$ cat src/rtl/adc_stream_uart_mc.sv
// Paced dual-channel ADC capture, channel-tagged 16-bit word FIFO, and a
// two-byte-per-word UART TX sequencer driven by single-byte UART commands.
module adc_stream_uart_mc #(
   parameter  int CONV_INTERVAL = 12500,
   parameter  int MAX_SAMPLES   = 20000,
   parameter  int CNT_W         = 16,
   parameter  int ADC_W         = 12,
   parameter  int FIFO_DEPTH    = 16,
   localparam int AW            = $clog2(FIFO_DEPTH),
   localparam int LW            = AW + 1,
   localparam int TW            = $clog2(CONV_INTERVAL)
) (
   input  logic             i_clk,
   input  logic             i_rst_n,
   input  logic [7:0]       i_rx_data,
   input  logic             i_rx_valid,
   output logic             o_start_conv,
   input  logic             i_adc_valid,
   input  logic [ADC_W-1:0] i_adc_d0,
   input  logic [ADC_W-1:0] i_adc_d1,
   output logic             o_tx_act,
   output logic [7:0]       o_tx_data,
   input  logic             i_tx_busy,
   output logic             o_sampling_active,
   output logic [CNT_W-1:0] o_sample_count,
   output logic [LW-1:0]    o_fifo_level,
   output logic             o_overrun,
   output logic             o_uart_led
);

   typedef enum logic [2:0] {
      S_IDLE, S_HI_GUARD, S_HI_WAIT, S_LO_GUARD, S_LO_WAIT
   } tx_state_t;

   function automatic logic [15:0] f_word(input logic ch, input logic [ADC_W-1:0] d);
      f_word             = '0;
      f_word[15]         = ch;
      f_word[ADC_W-1:0]  = d;
   endfunction

   logic             r_active, r_start_conv, r_mode_ch0, r_mode_ch1;
   logic [TW-1:0]    r_timer;
   logic [CNT_W-1:0] r_count;
   logic             r_pend;
   logic [15:0]      r_word1;
   logic [15:0]      r_mem [FIFO_DEPTH];
   logic [AW-1:0]    r_wptr, r_rptr;
   logic [LW-1:0]    r_level;
   logic             r_overrun, r_led;
   tx_state_t        r_state, w_nxt;
   logic             r_tx_act;
   logic [7:0]       r_tx_data, r_lo;

   logic             w_cmd_start, w_cmd_stop, w_accept, w_push, w_wr, w_full, w_empty;
   logic             w_pop, w_send_lo;
   logic [CNT_W-1:0] w_cnt_nxt;
   logic [15:0]      w_wdata;

   assign w_cmd_start = i_rx_valid && (i_rx_data == 8'h41 || i_rx_data == 8'h30 ||
                                       i_rx_data == 8'h31);
   assign w_cmd_stop  = i_rx_valid && (i_rx_data == 8'h53);
   assign w_accept    = i_adc_valid && r_active && !w_cmd_start;
   assign w_cnt_nxt   = r_count + 1'b1;

   always_ff @(posedge i_clk or negedge i_rst_n) begin
      if (!i_rst_n) begin
         r_active     <= 1'b0;
         r_start_conv <= 1'b0;
         r_mode_ch0   <= 1'b0;
         r_mode_ch1   <= 1'b0;
         r_timer      <= '0;
         r_count      <= '0;
      end else begin
         r_start_conv <= 1'b0;
         if (w_cmd_start) begin
            r_active   <= 1'b1;
            r_count    <= '0;
            r_timer    <= '0;
            r_mode_ch0 <= (i_rx_data != 8'h31);
            r_mode_ch1 <= (i_rx_data != 8'h30);
         end else begin
            if (w_accept)
               r_count <= w_cnt_nxt;
            if (w_cmd_stop || (w_accept && w_cnt_nxt == CNT_W'(MAX_SAMPLES))) begin
               r_active <= 1'b0;
               r_timer  <= '0;
            end else if (r_active) begin
               r_start_conv <= (r_timer == TW'(CONV_INTERVAL - 1));
               r_timer      <= (r_timer == TW'(CONV_INTERVAL - 1)) ? '0 : r_timer + 1'b1;
            end
         end
      end
   end

   // Dual mode defers the ch1 word by one cycle; conversions are at least two
   // cycles apart, so the deferred push never collides with the next capture.
   assign w_push  = r_pend || w_accept;
   assign w_wdata = r_pend     ? r_word1 :
                    r_mode_ch0 ? f_word(1'b0, i_adc_d0) : f_word(1'b1, i_adc_d1);
   assign w_full  = (r_level == LW'(FIFO_DEPTH));
   assign w_empty = (r_level == '0);
   assign w_wr    = w_push && (!w_full || w_pop);

   always_ff @(posedge i_clk or negedge i_rst_n) begin
      if (!i_rst_n) begin
         r_pend    <= 1'b0;
         r_word1   <= '0;
         r_wptr    <= '0;
         r_rptr    <= '0;
         r_level   <= '0;
         r_overrun <= 1'b0;
         r_led     <= 1'b0;
      end else begin
         r_pend <= w_accept && r_mode_ch0 && r_mode_ch1;
         if (w_accept)
            r_word1 <= f_word(1'b1, i_adc_d1);
         if (w_wr)
            r_wptr <= r_wptr + 1'b1;
         if (w_pop)
            r_rptr <= r_rptr + 1'b1;
         if (w_wr && !w_pop)
            r_level <= r_level + 1'b1;
         else if (!w_wr && w_pop)
            r_level <= r_level - 1'b1;
         if (w_cmd_start)
            r_overrun <= 1'b0;
         if (w_push && !w_wr)
            r_overrun <= 1'b1;
         if (i_rx_valid && i_rx_data == 8'h43)
            r_led <= 1'b1;
         else if (i_rx_valid && i_rx_data == 8'h63)
            r_led <= 1'b0;
      end
   end

   always_ff @(posedge i_clk) begin
      if (w_wr)
         r_mem[r_wptr] <= w_wdata;
   end

   always_comb begin
      w_nxt     = r_state;
      w_pop     = 1'b0;
      w_send_lo = 1'b0;
      case (r_state)
         S_IDLE: if (!w_empty && !i_tx_busy) begin
            w_pop = 1'b1;
            w_nxt = S_HI_GUARD;
         end
         S_HI_GUARD: w_nxt = S_HI_WAIT;
         S_HI_WAIT: if (!i_tx_busy) begin
            w_send_lo = 1'b1;
            w_nxt     = S_LO_GUARD;
         end
         S_LO_GUARD: w_nxt = S_LO_WAIT;
         S_LO_WAIT: if (!i_tx_busy) w_nxt = S_IDLE;
         default: w_nxt = S_IDLE;
      endcase
   end

   always_ff @(posedge i_clk or negedge i_rst_n) begin
      if (!i_rst_n) begin
         r_state   <= S_IDLE;
         r_tx_act  <= 1'b0;
         r_tx_data <= '0;
         r_lo      <= '0;
      end else begin
         r_state  <= w_nxt;
         r_tx_act <= w_pop || w_send_lo;
         if (w_pop) begin
            r_tx_data <= r_mem[r_rptr][15:8];
            r_lo      <= r_mem[r_rptr][7:0];
         end else if (w_send_lo) begin
            r_tx_data <= r_lo;
         end
      end
   end

   assign o_start_conv      = r_start_conv;
   assign o_tx_act          = r_tx_act;
   assign o_tx_data         = r_tx_data;
   assign o_sampling_active = r_active;
   assign o_sample_count    = r_count;
   assign o_fifo_level      = r_level;
   assign o_overrun         = r_overrun;
   assign o_uart_led        = r_led;

endmodule

$ cat config.mk
export PLATFORM = sky130hd
export DESIGN_NAME = adc_stream_uart_mc
export DESIGN_NICKNAME = d
export VERILOG_FILES = /design/src/rtl/adc_stream_uart_mc.sv
export SDC_FILE = /design/constraint.sdc
export NUM_CORES = 1
export LEC_CHECK = 0
export ABC_AREA = 1
export BUFFER_PORTS_ARGS = -buffer_cell sky130_fd_sc_hd__buf_2
export CORE_UTILIZATION = 44
export CTS_BUF_LIST = sky130_fd_sc_hd__clkbuf_4
export DETAILED_ROUTE_END_ITERATION = 10
export PLACE_DENSITY = 0.73
export SLEW_MARGIN = 10
export SYNTH_ARGS = -nofsm -noshare
export SYNTH_HDL_FRONTEND = slang
export SYNTH_SLANG_ARGS = --single-unit
$ cat constraint.sdc
create_clock -name i_clk -period 2.6 [get_ports i_clk]
set_input_delay 0.26 -clock i_clk [delete_from_list [all_inputs] [get_ports i_clk]]
set_output_delay 0.26 -clock i_clk [all_outputs]
set_load 0.05 [all_outputs]
==> results.json <==
{
  "crit_slowest_cell": "dfrtp_2",
  "drcViolationCount": 0,
  "vias": 9629,
  "rows": 61,
  "cts_made_buffers": 72,
  "fmax_ghz": 0.404,
  "synthAdderAreaFrac_pct": 1.25,
  "muxShareOfSynthArea_pct": 0,
  "synth_compound_area_share_pct": 10.9,
  "fin_crit_sh_pct": 95.2,
  "avgRoutedWirePerCell_um": 16.8,
  "relSlewSlack_pct": 21.0,
  "critPathMostFrequentCell": "nand2_1",
  "power_density_mw_per_mm2": 1030,
  "clk_latency_ns": 0.68,
  "avgSynthCellArea_um2": 10.6,
  "final_nets": 1403,
  "hold_path_end": "o_sample_count[10]",
  "internal-power_mw": 9.41,
  "synth_warnings": 0,
  "slowest_delay_ns": 0.44,
  "hold_path_class": "in -> reg",
  "htree_levels": 3,
  "yosysTopAreaCell": "edfxtp_1",
  "chipWidth_um": 172,
  "gp_congestion": 0.841,
  "fin_cells": 1793,
  "synth_area_mm2": 0.0127,
  "finalCriticalPeriod_ns": 2.48,
  "hp-start": "i_adc_valid",
  "slew_viol_final": 0,
  "synth-seq-cells": 291,
  "dp_slack_ns": -0.173,
  "finalClockSkew_ns": 0.0309,
  "p_switching_mw": 6.12,
  "grt_use_total_pct": 21.3,
  "dp.cells": 1636,
  "critPathKind": "reg -> reg",
  "yosysSeqAreaShare_pct": 65.7,
  "cts.sinks": 291,
  "synth_top_family_by_area": "simple AND/OR/NAND/NOR gates",
  "power_frac_comb_pct": 35.9,
  "swShare_pct": 39.4,
  "drtIter0Drc": 715,
  "critical-path-top-delay-family": "simple AND/OR/NAND/NOR gates",
  "r2r-start": "o_fifo_level[1]",
  "critPathMaxFanout": 5,
  "vias_per_cell": 5.37,
  "synthSimpleGateAreaFrac_pct": 16.5,
  "synthTopCellsByArea": "edfxtp_1 (49%), dfrtp_1 (16%), nand2_1 (6.0%)",
  "hold_viol_final": 0,
  "grt_pass1_vias": 9667,
  "syn_to_final_growth_pct": 19.1,
  "power_mw": 15.5,
  "r2r_cells": 16,
  "synth_nets": 1247,
  "cp-end-kind": "flop",
  "leakage_nw": 5.95,
  "hold-path-cell-count": 5,
  "p_clk_share_pct": 24.6,
  "start_util_pct": 45.2,
  "dr.pass1.iters": 5,
  "timing.rr.end": "o_fifo_level[4]",
  "worst_slack_ns": 0.124,
  "setup_viol": 0,
  "tightest_slew_ns": 1.19,
  "seq_power_share_pct": 39.5,
  "drtAntennaViolNets": 0,
  "synthXorXnorAreaFrac_pct": 1.52,
  "ir_drop_mv": 0.834,
  "drv_cap": 0,
  "grt-ovfl-total": 0,
  "grt_max_degree": 84,
  "critPathLaunchType": "flop",
  "ctsRootBufferMaster": "clkbuf_4",
  "place_area_mm2": 0.0138,
  "io_buffers": 70,
  "ioPinCount": 71,
  "clk_pin_slew_ns": 0.07,
  "synthDistinctLibCells": 38,
  "worst_ep_arrival_time_ns": 3.02,
  "place_hpwl_mm": 18.2,
  "rsz0062_at_grt": "yes",
  "crit_required_ns": 3.15,
  "layout-drive-gt1-share_pct": 20.4,
  "design_area_mm2": 0.0151,
  "drt-total-wl_mm": 30.1,
  "status": "complete, no violations",
  "clockBufferDepth": 3,
  "fp.dieH_um": 172,
  "netlist_instances": 1198,
  "reg2reg_slack_ns": 0.12,
  "cp_cell_sequence": "nor4_4, nand2_1, nand2_2, inv_2, nor2_4, a21oi_4, ha_4, inv_2, ha_4, nand2_1, nor2_1, a211oi_2, nand2_1, nand2_1, nor2_1, xor2_1",
  "coreArea_mm2": 0.0280,
  "antenna_found_initial": 2,
  "die-area_mm2": 0.0295,
  "grt_first_pass_wirelength_mm": 48.3,
  "crit_buf_inv": 2,
  "tritoncts": "done",
  "synth_top_cell_area_share_pct": 49.3
}
cells in the final DEF (no fill, tap or decap), types with 7 or more instances in the layout:
| master | Yosys | routed |
|---|---|---|
| nand4_1 | 36 | 36 |
| clkbuf_4 | 0 | 117 |
| o221ai_1 | 15 | 15 |
| nand3_1 | 33 | 33 |
| o21ai_0 | 139 | 139 |
| ha_1 | 11 | 8 |
| a21oi_2 | 0 | 7 |
| buf_4 | 0 | 41 |
| nand2_2 | 6 | 7 |
| edfxtp_1 | 208 | 208 |
| inv_1 | 60 | 57 |
| dfrtp_1 | 83 | 76 |
| o21ai_1 | 7 | 7 |
| buf_12 | 0 | 14 |
| o22ai_1 | 34 | 34 |
| nand2_1 | 203 | 202 |
| o211ai_1 | 9 | 9 |
| inv_2 | 2 | 7 |
| nor2_1 | 195 | 192 |
| clkinv_1 | 2 | 14 |
| xor2_1 | 19 | 19 |
| dlygate4sd3_1 | 0 | 21 |
| a21oi_1 | 33 | 25 |
| buf_2 | 16 | 69 |
| dfrtp_2 | 0 | 7 |
power groups by stage:
| stage | Combinational, mW | Sequential [mW] | Clock [mW] |
|---|---|---|---|
| 6_report | 5.57 | 6.13 | 3.82 |
| 5_1_grt | 6.16 | 6.20 | 4.15 |
| 4_1_cts | 5.51 | 6.11 | 3.91 |
| 3_5_place_dp | 5.45 | 6.20 | 0 |
| 3_3_place_gp | 5.31 | 6.17 | 0 |
| 2_1_floorplan | 3.07 | 6.88 | 0 |
Yosys cell counts (all sizes together):
library cell	n
nor2	200
nor4	5
fa	1
xor2	19
o22ai	34
or2	2
a21oi	33
nand4	36
a22o	2
buf	23
clkbuf	40
inv	62
nand2	209
a31oi	6
o21a	1
o21ai	146
a211oi	1
ha	11
nor3b	1
xnor2	3
nand3	34
nor3	7
clkinv	2
o31ai	1
o211ai	9
dfrtp	83
o221ai	15
nand3b	4
edfxtp	208
kinds of logic after synthesis:
family                   count (synthesis)
adder cells (fa/ha/maj)                 12
flip-flops                             291
AO/OA/AOI/OAI                          248
XOR/XNOR                                22
AND/OR/NAND/NOR                        498
buffers and inverters                  127
stage by stage:
stage	hold slack (ns)	util, %	setup TNS [ns]
final	0.0996	53.8	0
after global placement	0.328	49.4	-0.463
after CTS	0.0481	53.5	0
after global routing	0.0840	53.8	-0.0143
after floorplan	-0.0356	-	0
after detailed placement	0.337	49.4	-0.951
sequential cells by signal, indices dropped and copies added, names as in the netlist, 3 cells and up:
register,cells
o_tx_data,8
r_timer,14
o_fifo_level,5
r_mem,208
r_rptr,4
r_wptr,4
r_lo,8
o_sample_count,16
r_state,3
r_word1,13
routing by layer:
metal / track usage [%] / wire (um)
met1: 27.8 / 13000
met2: 34.5 / 14400
met3: 4.46 / 2180
met4: 9.05 / 486
met5: 0 / 0
worst reg2reg max path, stage by stage (launching register included):
cell,delay (ns)
dfrtp_2,0.44
nor4_4,0.29
nand2_1,0.11
nand2_2,0.08
inv_2,0.05
nor2_4,0.15
a21oi_4,0.07
ha_4,0.18
inv_2,0.10
ha_4,0.21
nand2_1,0.06
nor2_1,0.04
a211oi_2,0.24
nand2_1,0.07
nand2_1,0.07
nor2_1,0.06
xor2_1,0.13
worst max path at each step:
stage | slack (ns) | cells past startpoint | startpoint | to
after floorplan | 0.006 | 17 | o_fifo_level[3] | o_fifo_level[4]
after global placement | -0.14 | 17 | r_state[1] | o_fifo_level[4]
after detailed placement | -0.17 | 17 | r_state[1] | o_fifo_level[4]
after CTS | 0.02 | 16 | o_fifo_level[3] | o_fifo_level[4]
after global routing | -0.01 | 17 | r_state[1] | o_fifo_level[4]
final | 0.12 | 16 | o_fifo_level[1] | o_fifo_level[4]
cell type report:
class	count	area, um2
fillers	2385	12900
inverters	64	240
flip-flops and latches	291	8330
repair buffers	145	1140
diodes	2	5.00
well taps	378	473
clock inverters	16	62.6
multi-input cells	780	3950
clock buffers	117	878
repair_timing:
action / 4_1_cts / 5_1_grt
hold buffers: 21 / 0
setup endpoints to repair: 13 / 12
gates resized for setup: 2 / 8
buffers inserted: 0 / 1
pin swaps: 0 / 4
endpoints found under the hold margin: 62 / 0
No activity file was read; power rests on OpenSTA's default activity.
